File: src/rtl/alu_exec_ctrl.sv
// rtl/alu_exec_ctrl.sv - EX-stage ALU with fused op decode, handshaked result register and iterative multiplier
module alu_exec_ctrl #(
   parameter int WIDTH   = 32,
   parameter int MUL_BPC = 1,
   parameter int SHW     = $clog2(WIDTH)
) (
   input  logic             Clk,
   input  logic             Reset,
   input  logic             in_valid,
   output logic             in_ready,
   input  logic [1:0]       ALUOp,
   input  logic [5:0]       funct,
   input  logic [5:0]       I_op,
   input  logic [WIDTH-1:0] A,
   input  logic [WIDTH-1:0] B,
   input  logic [SHW-1:0]   shamt,
   output logic             out_valid,
   input  logic             out_ready,
   output logic [WIDTH-1:0] result,
   output logic             zero,
   output logic             illegal
);

   localparam int MUL_CYC = WIDTH / MUL_BPC;
   localparam int CNT_W   = $clog2(MUL_CYC) + 1;

   typedef enum logic [1:0] {ST_IDLE, ST_MUL, ST_HOLD} state_e;

   typedef enum logic [3:0] {
      OP_ADD, OP_SUB, OP_MUL, OP_AND, OP_OR, OP_NOR, OP_XOR,
      OP_SLL, OP_SRL, OP_SLT, OP_PASSA, OP_ILL
   } op_e;

   state_e             r_state;
   state_e             w_next;
   op_e                w_op;
   logic [WIDTH-1:0]   w_alu;
   logic [WIDTH-1:0]   w_partial;
   logic [WIDTH-1:0]   w_acc_next;
   logic               w_accept;
   logic               w_is_mul;
   logic               w_mul_last;
   logic [WIDTH-1:0]   r_mcand;
   logic [WIDTH-1:0]   r_mplier;
   logic [WIDTH-1:0]   r_acc;
   logic [CNT_W-1:0]   r_cnt;

   assign in_ready   = (r_state == ST_IDLE) && (!out_valid || out_ready);
   assign w_accept   = in_valid && in_ready;
   assign w_is_mul   = (w_op == OP_MUL);
   assign w_mul_last = (r_cnt == CNT_W'(MUL_CYC - 1));

   always_comb begin
      w_op = OP_ILL;
      case (ALUOp)
         2'b00: begin
            case (funct)
               6'b100000: w_op = OP_ADD;
               6'b100010: w_op = OP_SUB;
               6'b011000: w_op = OP_MUL;
               6'b100100: w_op = OP_AND;
               6'b100101: w_op = OP_OR;
               6'b100111: w_op = OP_NOR;
               6'b100110: w_op = OP_XOR;
               6'b000000: w_op = OP_SLL;
               6'b000010: w_op = OP_SRL;
               6'b101010: w_op = OP_SLT;
               default:   w_op = OP_ILL;
            endcase
         end
         2'b01: begin
            case (I_op)
               6'b101011, 6'b100011, 6'b101000, 6'b100000,
               6'b101001, 6'b100001, 6'b001000: w_op = OP_ADD;
               6'b001100: w_op = OP_AND;
               6'b001101: w_op = OP_OR;
               6'b001110: w_op = OP_XOR;
               6'b001010: w_op = OP_SLT;
               6'b000001, 6'b000100, 6'b000101,
               6'b000111, 6'b000110: w_op = OP_SUB;
               6'b000010, 6'b000011: w_op = OP_PASSA;
               default:   w_op = OP_ILL;
            endcase
         end
         2'b10:   w_op = OP_SUB;
         default: w_op = OP_ILL;
      endcase
   end

   always_comb begin
      w_alu = '0;
      case (w_op)
         OP_ADD:   w_alu = A + B;
         OP_SUB:   w_alu = A - B;
         OP_AND:   w_alu = A & B;
         OP_OR:    w_alu = A | B;
         OP_NOR:   w_alu = ~(A | B);
         OP_XOR:   w_alu = A ^ B;
         OP_SLL:   w_alu = B << shamt;
         OP_SRL:   w_alu = B >> shamt;
         OP_SLT:   w_alu = {{(WIDTH-1){1'b0}}, ($signed(A) < $signed(B))};
         OP_PASSA: w_alu = A;
         default:  w_alu = '0;
      endcase
   end

   // Shift-and-add partial product for the low MUL_BPC multiplier bits
   always_comb begin
      w_partial = '0;
      for (int i = 0; i < MUL_BPC; i++) begin
         if (r_mplier[i]) begin
            w_partial = w_partial + (r_mcand << i);
         end
      end
   end

   assign w_acc_next = r_acc + w_partial;

   always_ff @(posedge Clk) begin
      if (Reset) begin
         r_state <= ST_IDLE;
      end else begin
         r_state <= w_next;
      end
   end

   always_comb begin
      w_next = r_state;
      case (r_state)
         ST_IDLE: if (w_accept && w_is_mul) w_next = ST_MUL;
         ST_MUL:  if (w_mul_last) w_next = ST_HOLD;
         ST_HOLD: w_next = ST_IDLE;
         default: w_next = ST_IDLE;
      endcase
   end

   always_ff @(posedge Clk) begin
      if (Reset) begin
         out_valid <= 1'b0;
         result    <= '0;
         zero      <= 1'b0;
         illegal   <= 1'b0;
         r_mcand   <= '0;
         r_mplier  <= '0;
         r_acc     <= '0;
         r_cnt     <= '0;
      end else begin
         if (out_valid && out_ready) begin
            out_valid <= 1'b0;
         end
         case (r_state)
            ST_IDLE: begin
               if (w_accept) begin
                  if (w_is_mul) begin
                     r_mcand  <= A;
                     r_mplier <= B;
                     r_acc    <= '0;
                     r_cnt    <= '0;
                  end else begin
                     // A new single-cycle op overrides the clear of a consumed result
                     result    <= w_alu;
                     zero      <= (w_alu == '0);
                     illegal   <= (w_op == OP_ILL);
                     out_valid <= 1'b1;
                  end
               end
            end
            ST_MUL: begin
               r_acc    <= w_acc_next;
               r_mcand  <= r_mcand << MUL_BPC;
               r_mplier <= r_mplier >> MUL_BPC;
               r_cnt    <= r_cnt + 1'b1;
               if (w_mul_last) begin
                  result    <= w_acc_next;
                  zero      <= (w_acc_next == '0);
                  illegal   <= 1'b0;
                  out_valid <= 1'b1;
               end
            end
            default: ;
         endcase
      end
   end

endmodule
File: config.mk
export PLATFORM = sky130hd
export DESIGN_NAME = alu_exec_ctrl
export DESIGN_NICKNAME = d
export VERILOG_FILES = /design/src/rtl/alu_exec_ctrl.sv
export SDC_FILE = /design/constraint.sdc
export NUM_CORES = 1
export LEC_CHECK = 0
export CAP_MARGIN = 10
export CORE_MARGIN = 2
export CORE_UTILIZATION = 53
export DETAILED_ROUTE_END_ITERATION = 10
export PLACE_DENSITY_LB_ADDON = 0.05
export SLEW_MARGIN = 5
export SYNTH_ARGS = -nofsm -noshare
export SYNTH_HDL_FRONTEND = slang
export SYNTH_SLANG_ARGS = --single-unit
File: constraint.sdc
create_clock -name Clk -period 4.2 [get_ports Clk]
set_input_delay 0.42 -clock Clk [delete_from_list [all_inputs] [get_ports Clk]]
set_output_delay 0.42 -clock Clk [all_outputs]
set_load 0.01 [all_outputs]
Word-level counts from Yosys, hierarchy flattened
Memory sizes are Yosys's and may differ from the RTL's.
Cells that the tools add are included.
{ "totals": {"ff_bits": 139, "latchBits": 0, "ram_bits": 0, "rom_bits": 256, "out_inout_bits": 36, "wordCells": 102, "mem_count": 1} }
{ "mem_list": {"columns": ["name", "depth", "width", "rd", "rd_clocked_by_memory_dff", "wr", "line_no", "rtl"], "rows": [
  ["(name not given)", 64, 4, 1, 0, 0, "72", "case (I_op)"]
]} }
{ "op_classes": {"n_addsub": 4, "multipliers": 0, "div": 0, "order_cmp": 1, "eq_ne": 29, "shifts": 2, "muxes": 36, "bitwise_logic": 4, "n_reduce_logical": 16} }
{ "ops": {"columns": ["cell", "n"], "rows": [
  ["32-bit two-way mux", 10],
  ["32-bit one-hot mux with 10 select lines", 1],
  ["32-bit one-hot mux with 2 select lines", 4],
  ["32-bit adder", 2],
  ["32-bit zero test", 2],
  ["6-bit == test (second input constant)", 7],
  ["4-bit one-hot mux with 10 select lines", 1],
  ["32-bit bitwise AND", 1],
  ["32-bit < comparator", 1],
  ["32-bit NOT", 1],
  ["32-bit OR", 1],
  ["32-bit by 5-bit left shift with 32-bit output", 1],
  ["32-bit by 5-bit >> shifter with 32-bit output", 1],
  ["32-bit subtractor", 1],
  ["32-bit XOR", 1],
  ["4-bit by 3-bit == test with 1-bit output (second input constant)", 4],
  ["4-bit == test (second input constant)", 4],
  ["6-bit by 5-bit == test with 1-bit output (second input constant)", 2],
  ["6-bit two-way mux", 2],
  ["4-bit one-hot mux with 3 select lines", 1],
  ["6-bit one-hot mux with 2 select lines", 1],
  ["1-bit two-way mux", 10],
  ["4-bit by 2-bit == test with 1-bit output (second input constant)", 2],
  ["2-bit != test (second input constant)", 4],
  ["19 further kinds", 27]
]} }

Logic depth before layout (Yosys ltp)
{ "depth": {"word_depth": 9, "ltp_mapped": 18} }

Worst setup path after synthesis
OpenSTA, ideal clock, no wires.
{ "synth_path": {"path_kind": "input -> register", "start": "in B[2]", "end": "reg zero", "setup_time_ns": 0.084, "arrival_ns": 4.373, "t_required_ns": 4.116, "slack_ns": -0.257, "stages": 17, "path_buffers": 2, "path_cell_list": "clkbuf_1 > inv_1 > ha_1 > clkbuf_1 > nor3_1 > nand2_1 > a211oi_1 > a211oi_1 > a21o_1 > a221o_1 > a2111oi_2 > nand4_1 > or4_1 > nor4_1 > nand3b_1 > or4_1 > o31ai_2"} }
{ "synth_between": {"elab_chain_len": 7, "elab_cells_between_ends": 14} }
{ "synth_lines": {"columns": ["item", "line_no", "rtl"], "rows": [
  ["from (decl)", "15", "input logic [WIDTH-1:0] B,"],
  ["parallel branches: the longest is 2 deep, another holds 32-bit subtractor", null, null],
  ["32-bit one-hot mux with 10 select lines (*)", "92", "case (w_op)"],
  ["32-bit zero test (*)", "162", "zero <= (w_alu == '0);"],
  ["1-bit two-way mux (*)", "154", "if (w_is_mul) begin"],
  ["1-bit two-way mux (*)", "153", "if (w_accept) begin"],
  ["1-bit one-hot mux with 2 select lines (*)", "151", "case (r_state)"],
  ["to (signal assigned)", "162", null],
  ["to (signal assigned)", "175", "zero <= (w_acc_next == '0);"],
  ["to (decl)", "20", "output logic zero,"]
]} }
Every way passes the cells marked *. The select of a mux whose other input is x is not followed.
A chain may end at the register's enable or synchronous reset.

Final worst setup path
{ "layout_path": {"start": "in I_op[4]", "end": "reg zero"} }
{ "layout_between": {"elab_chain_len": 8, "elab_cells_between_ends": 20} }
{ "layout_lines": {"columns": ["item", "line_no", "rtl"], "rows": [
  ["from (decl)", "13", "input logic [5:0] I_op,"],
  ["memory read 64 x 4 bit (*)", null, null],
  ["4-bit one-hot mux with 3 select lines (*)", "55", "case (ALUOp)"],
  ["4-bit == test, or another cell as far along", "92", null],
  ["32-bit one-hot mux with 10 select lines", "92", null],
  ["32-bit zero test", "162", null],
  ["1-bit two-way mux", "154", null],
  ["1-bit two-way mux", "153", null],
  ["1-bit one-hot mux with 2 select lines", "151", null]
]} }
Mark *: on every way between the ends. The rest lies on a longest branch, timed or not. The select of a mux whose other input is x is not followed.

==> metrics.txt <==
FMAX=0.231 GHz; post-DP HPWL=around 65,000 um; Layout Cells excl Fill=3,420; Post-Route M1 WL=30,800 um; DR vias/cell=~6.7; CP Launch Type=input port; Slew headroom=between 30% and 40%; number of antenna violations at the first check in global routing=1; most common cell after layout, fill and taps aside=buf_4; CTS sink cnt=139; Worst-Margin Slew=0.957 ns; Worst Hold Class=input port to register; Hold Fails Final Rpt=0; Final Instance Area=0.0249 mm2; Worst Path Required=4.58 ns; Area after DPL=0.0231 mm2; Worst EP arrival=4.72 ns; num ports=about 120; first-pass GRT wire length=123,000 um; pre-CTS setup slack=-1.07 ns; Total GRT Usage=48.0%; overall routed net length=about 83,000 um; clock buffer count from CTS=17; syn avg cell area=7.20 um2; final setup margin=-0.138 ns; Worst-path clk slew=0.08 ns; final worst path period share=103%; met3 WL=9580 um; unrepaired setup endpoints after global routing=yes; Synth Net Count=about 2,600; worst-case clock buffer depth=2; Initial Utilization=53.7%; max_cap viols=0; area grow syn2layout=47.4%; vias=between 20,000 and 25,000; Die Ht=183 um; failing checks=negative setup slack; share of layout cells above drive strength 1=between 30% and 40%; Slew Limit Fails=0; Syn. warnings=0; Lkg Pwr=11.1 nW; vias in the first global route=about 22,000; post-synth top area share=16.5%; largest cells by area after synthesis=dfxtp_1 (16%), ha_1 (9.8%), nand2_1 (7.6%); Top FF cell, synth=dfxtp_1; post-synthesis cell count=~2,300; # setup viols final=1; total power density per cell area=between 200 and 250 mW/mm2; Root Buffer=clkbuf_16; Layout Skew=0.0236 ns; H-Tree Depth=4; GP Congestion=between 1 and 1.5; Core Rows=65; worst-skew pair later-pin latency=0.47 ns; top layer in use=met4; post-placement cell count=3,352; Post-synth ARST share=0%; TritonCTS clock tree=done; TritonRoute pass-1 iters=9; CP Max Fanout=8; commonest cells after routing, fill and taps aside=buf_4 (646), nand2_1 (341), nor2_1 (236); Crit. End Element=register; post-synthesis sequential area ratio=16.5%; IO Port Bufs=122; Die ar.=between 0.03 and 0.04 mm2; critical path type=input port to register; Yosys reg bits=139; VDD IR max=0.322 mV; Netlist cell types=96; Post-DRT Antenna Nets=0; EDFF count, synth=0; initial DRC count=3,034; Final min period=4.34 ns; DRC Markers=0; Die W=roughly 180 um; met2 WL=37,000 um; DR WL/cell=24.4 um; Net count, final=between 3,000 and 4,000; CORE AREA=0.0315 mm2; synthesized area=0.0169 mm2; R2R Setup Slk=0.01 ns; cell taking the most area after synthesis=dfxtp_1; Congestion Overflow GR=0; status=complete, but fails checks; pin count of the biggest net entering global routing=83
cells by family after synthesis:
kind of cell               after synthesis  share of synthesized area (%)
adders and majority gates              136                           10.2
and+or+nand+nor                        883                           23.7
muxes                                  134                           10.8
AOI/OAI and AO/OA                      719                           29.5
xor gates and xnor gates                55                           2.85
buffers and inverters                  283                           6.54
DFF                                    139                           16.5
stage by stage:
stage	setup TNS, ns	total power [mW]	utilization (%)	hold WS, ns
final	-0.138	5.62	79.2	0.437
after global routing	-0.269	5.76	79.2	0.446
after CTS	0	5.44	78.0	0.420
after detailed placement	-11.60	3.70	73.4	0.444
after global placement	-9.48	3.66	73.4	0.438
after floorplan	0	2.47	-	0.436
synth_stat cells (16+ instances only):
library cell,instances
a211oi_1,53
nor3_1,54
mux2i_1,69
a22oi_1,27
and2_1,38
a21oi_1,181
o22ai_1,19
o211ai_1,35
mux2_2,29
dfxtp_1,139
nand3_1,46
a21o_1,38
xnor2_1,42
o21ai_0,107
nand2_1,343
a311oi_1,80
buf_2,16
mux4_2,36
ha_1,132
nor2_1,243
and3_1,19
nor4_1,21
nor2b_1,23
clkbuf_1,137
inv_1,107
a221oi_1,19
area by class of cell:
cell class | count | area (um2)
Tap cell | 402 | 503
Inverter | 111 | 422
Clock buffer | 20 | 457
Fill cell | 2225 | 6550
Clock inverter | 12 | 160
Multi-Input combinational cell | 1927 | 14000
Timing Repair Buffer | 806 | 6590
Antenna cell | 3 | 7.51
Sequential cell | 139 | 2780
power breakdown:
part | total [mW] | internal [mW] | switching (mW)
registers | 1.38 | 1.36 | 0.0227
logic | 2.58 | 1.21 | 1.37
clock network | 1.65 | 0.972 | 0.682
critical path, stage by stage:
cell and delay, ns:
clkdlybuf4s50_1 0.45, buf_4 0.17, nor3_1 0.23, o211ai_1 0.13, buf_4 0.18, nor2b_4 0.15
o21ai_2 0.21, buf_4 0.15, nor2_2 0.11, buf_4 0.18, a22oi_1 0.19, o21ai_0 0.11
nor4_1 0.34, buf_4 0.21, nand4_1 0.32, nor4_4 0.24, nand3b_1 0.19, or4_4 0.55
o31ai_2 0.17
routing by layer:
metal,track usage [%],up-vias
met2,76.7,1712
li1,-,9970
met4,30.7,0
met5,0,-
met3,10.7,406
met1,58.5,10700
state kept, by name, indices dropped and copies added, names as in the netlist:
| signal | count |
|---|---|
| result | 32 |
| r_mcand | 32 |
| illegal | 1 |
| r_cnt | 6 |
| r_acc | 32 |
| out_valid | 1 |
| zero | 1 |
| r_state | 2 |
| r_mplier | 32 |
final timing paths:
path / from / end / cells past startpoint
max: I_op[4] / zero / 19
min reg2reg: result[8] / result[8] / 2
max reg2reg: r_mplier[0] / zero / 17
min: B[1] / r_mplier[1] / 4
repair_timing:
item	4_1_cts	5_1_grt
pin swaps	50	56
buffers inserted	21	14
cloned	0	0
hold buffers	0	0
endpoints found under the setup margin	11	5
gates resized for setup	222	93
No activity file was read; power rests on OpenSTA's default activity.
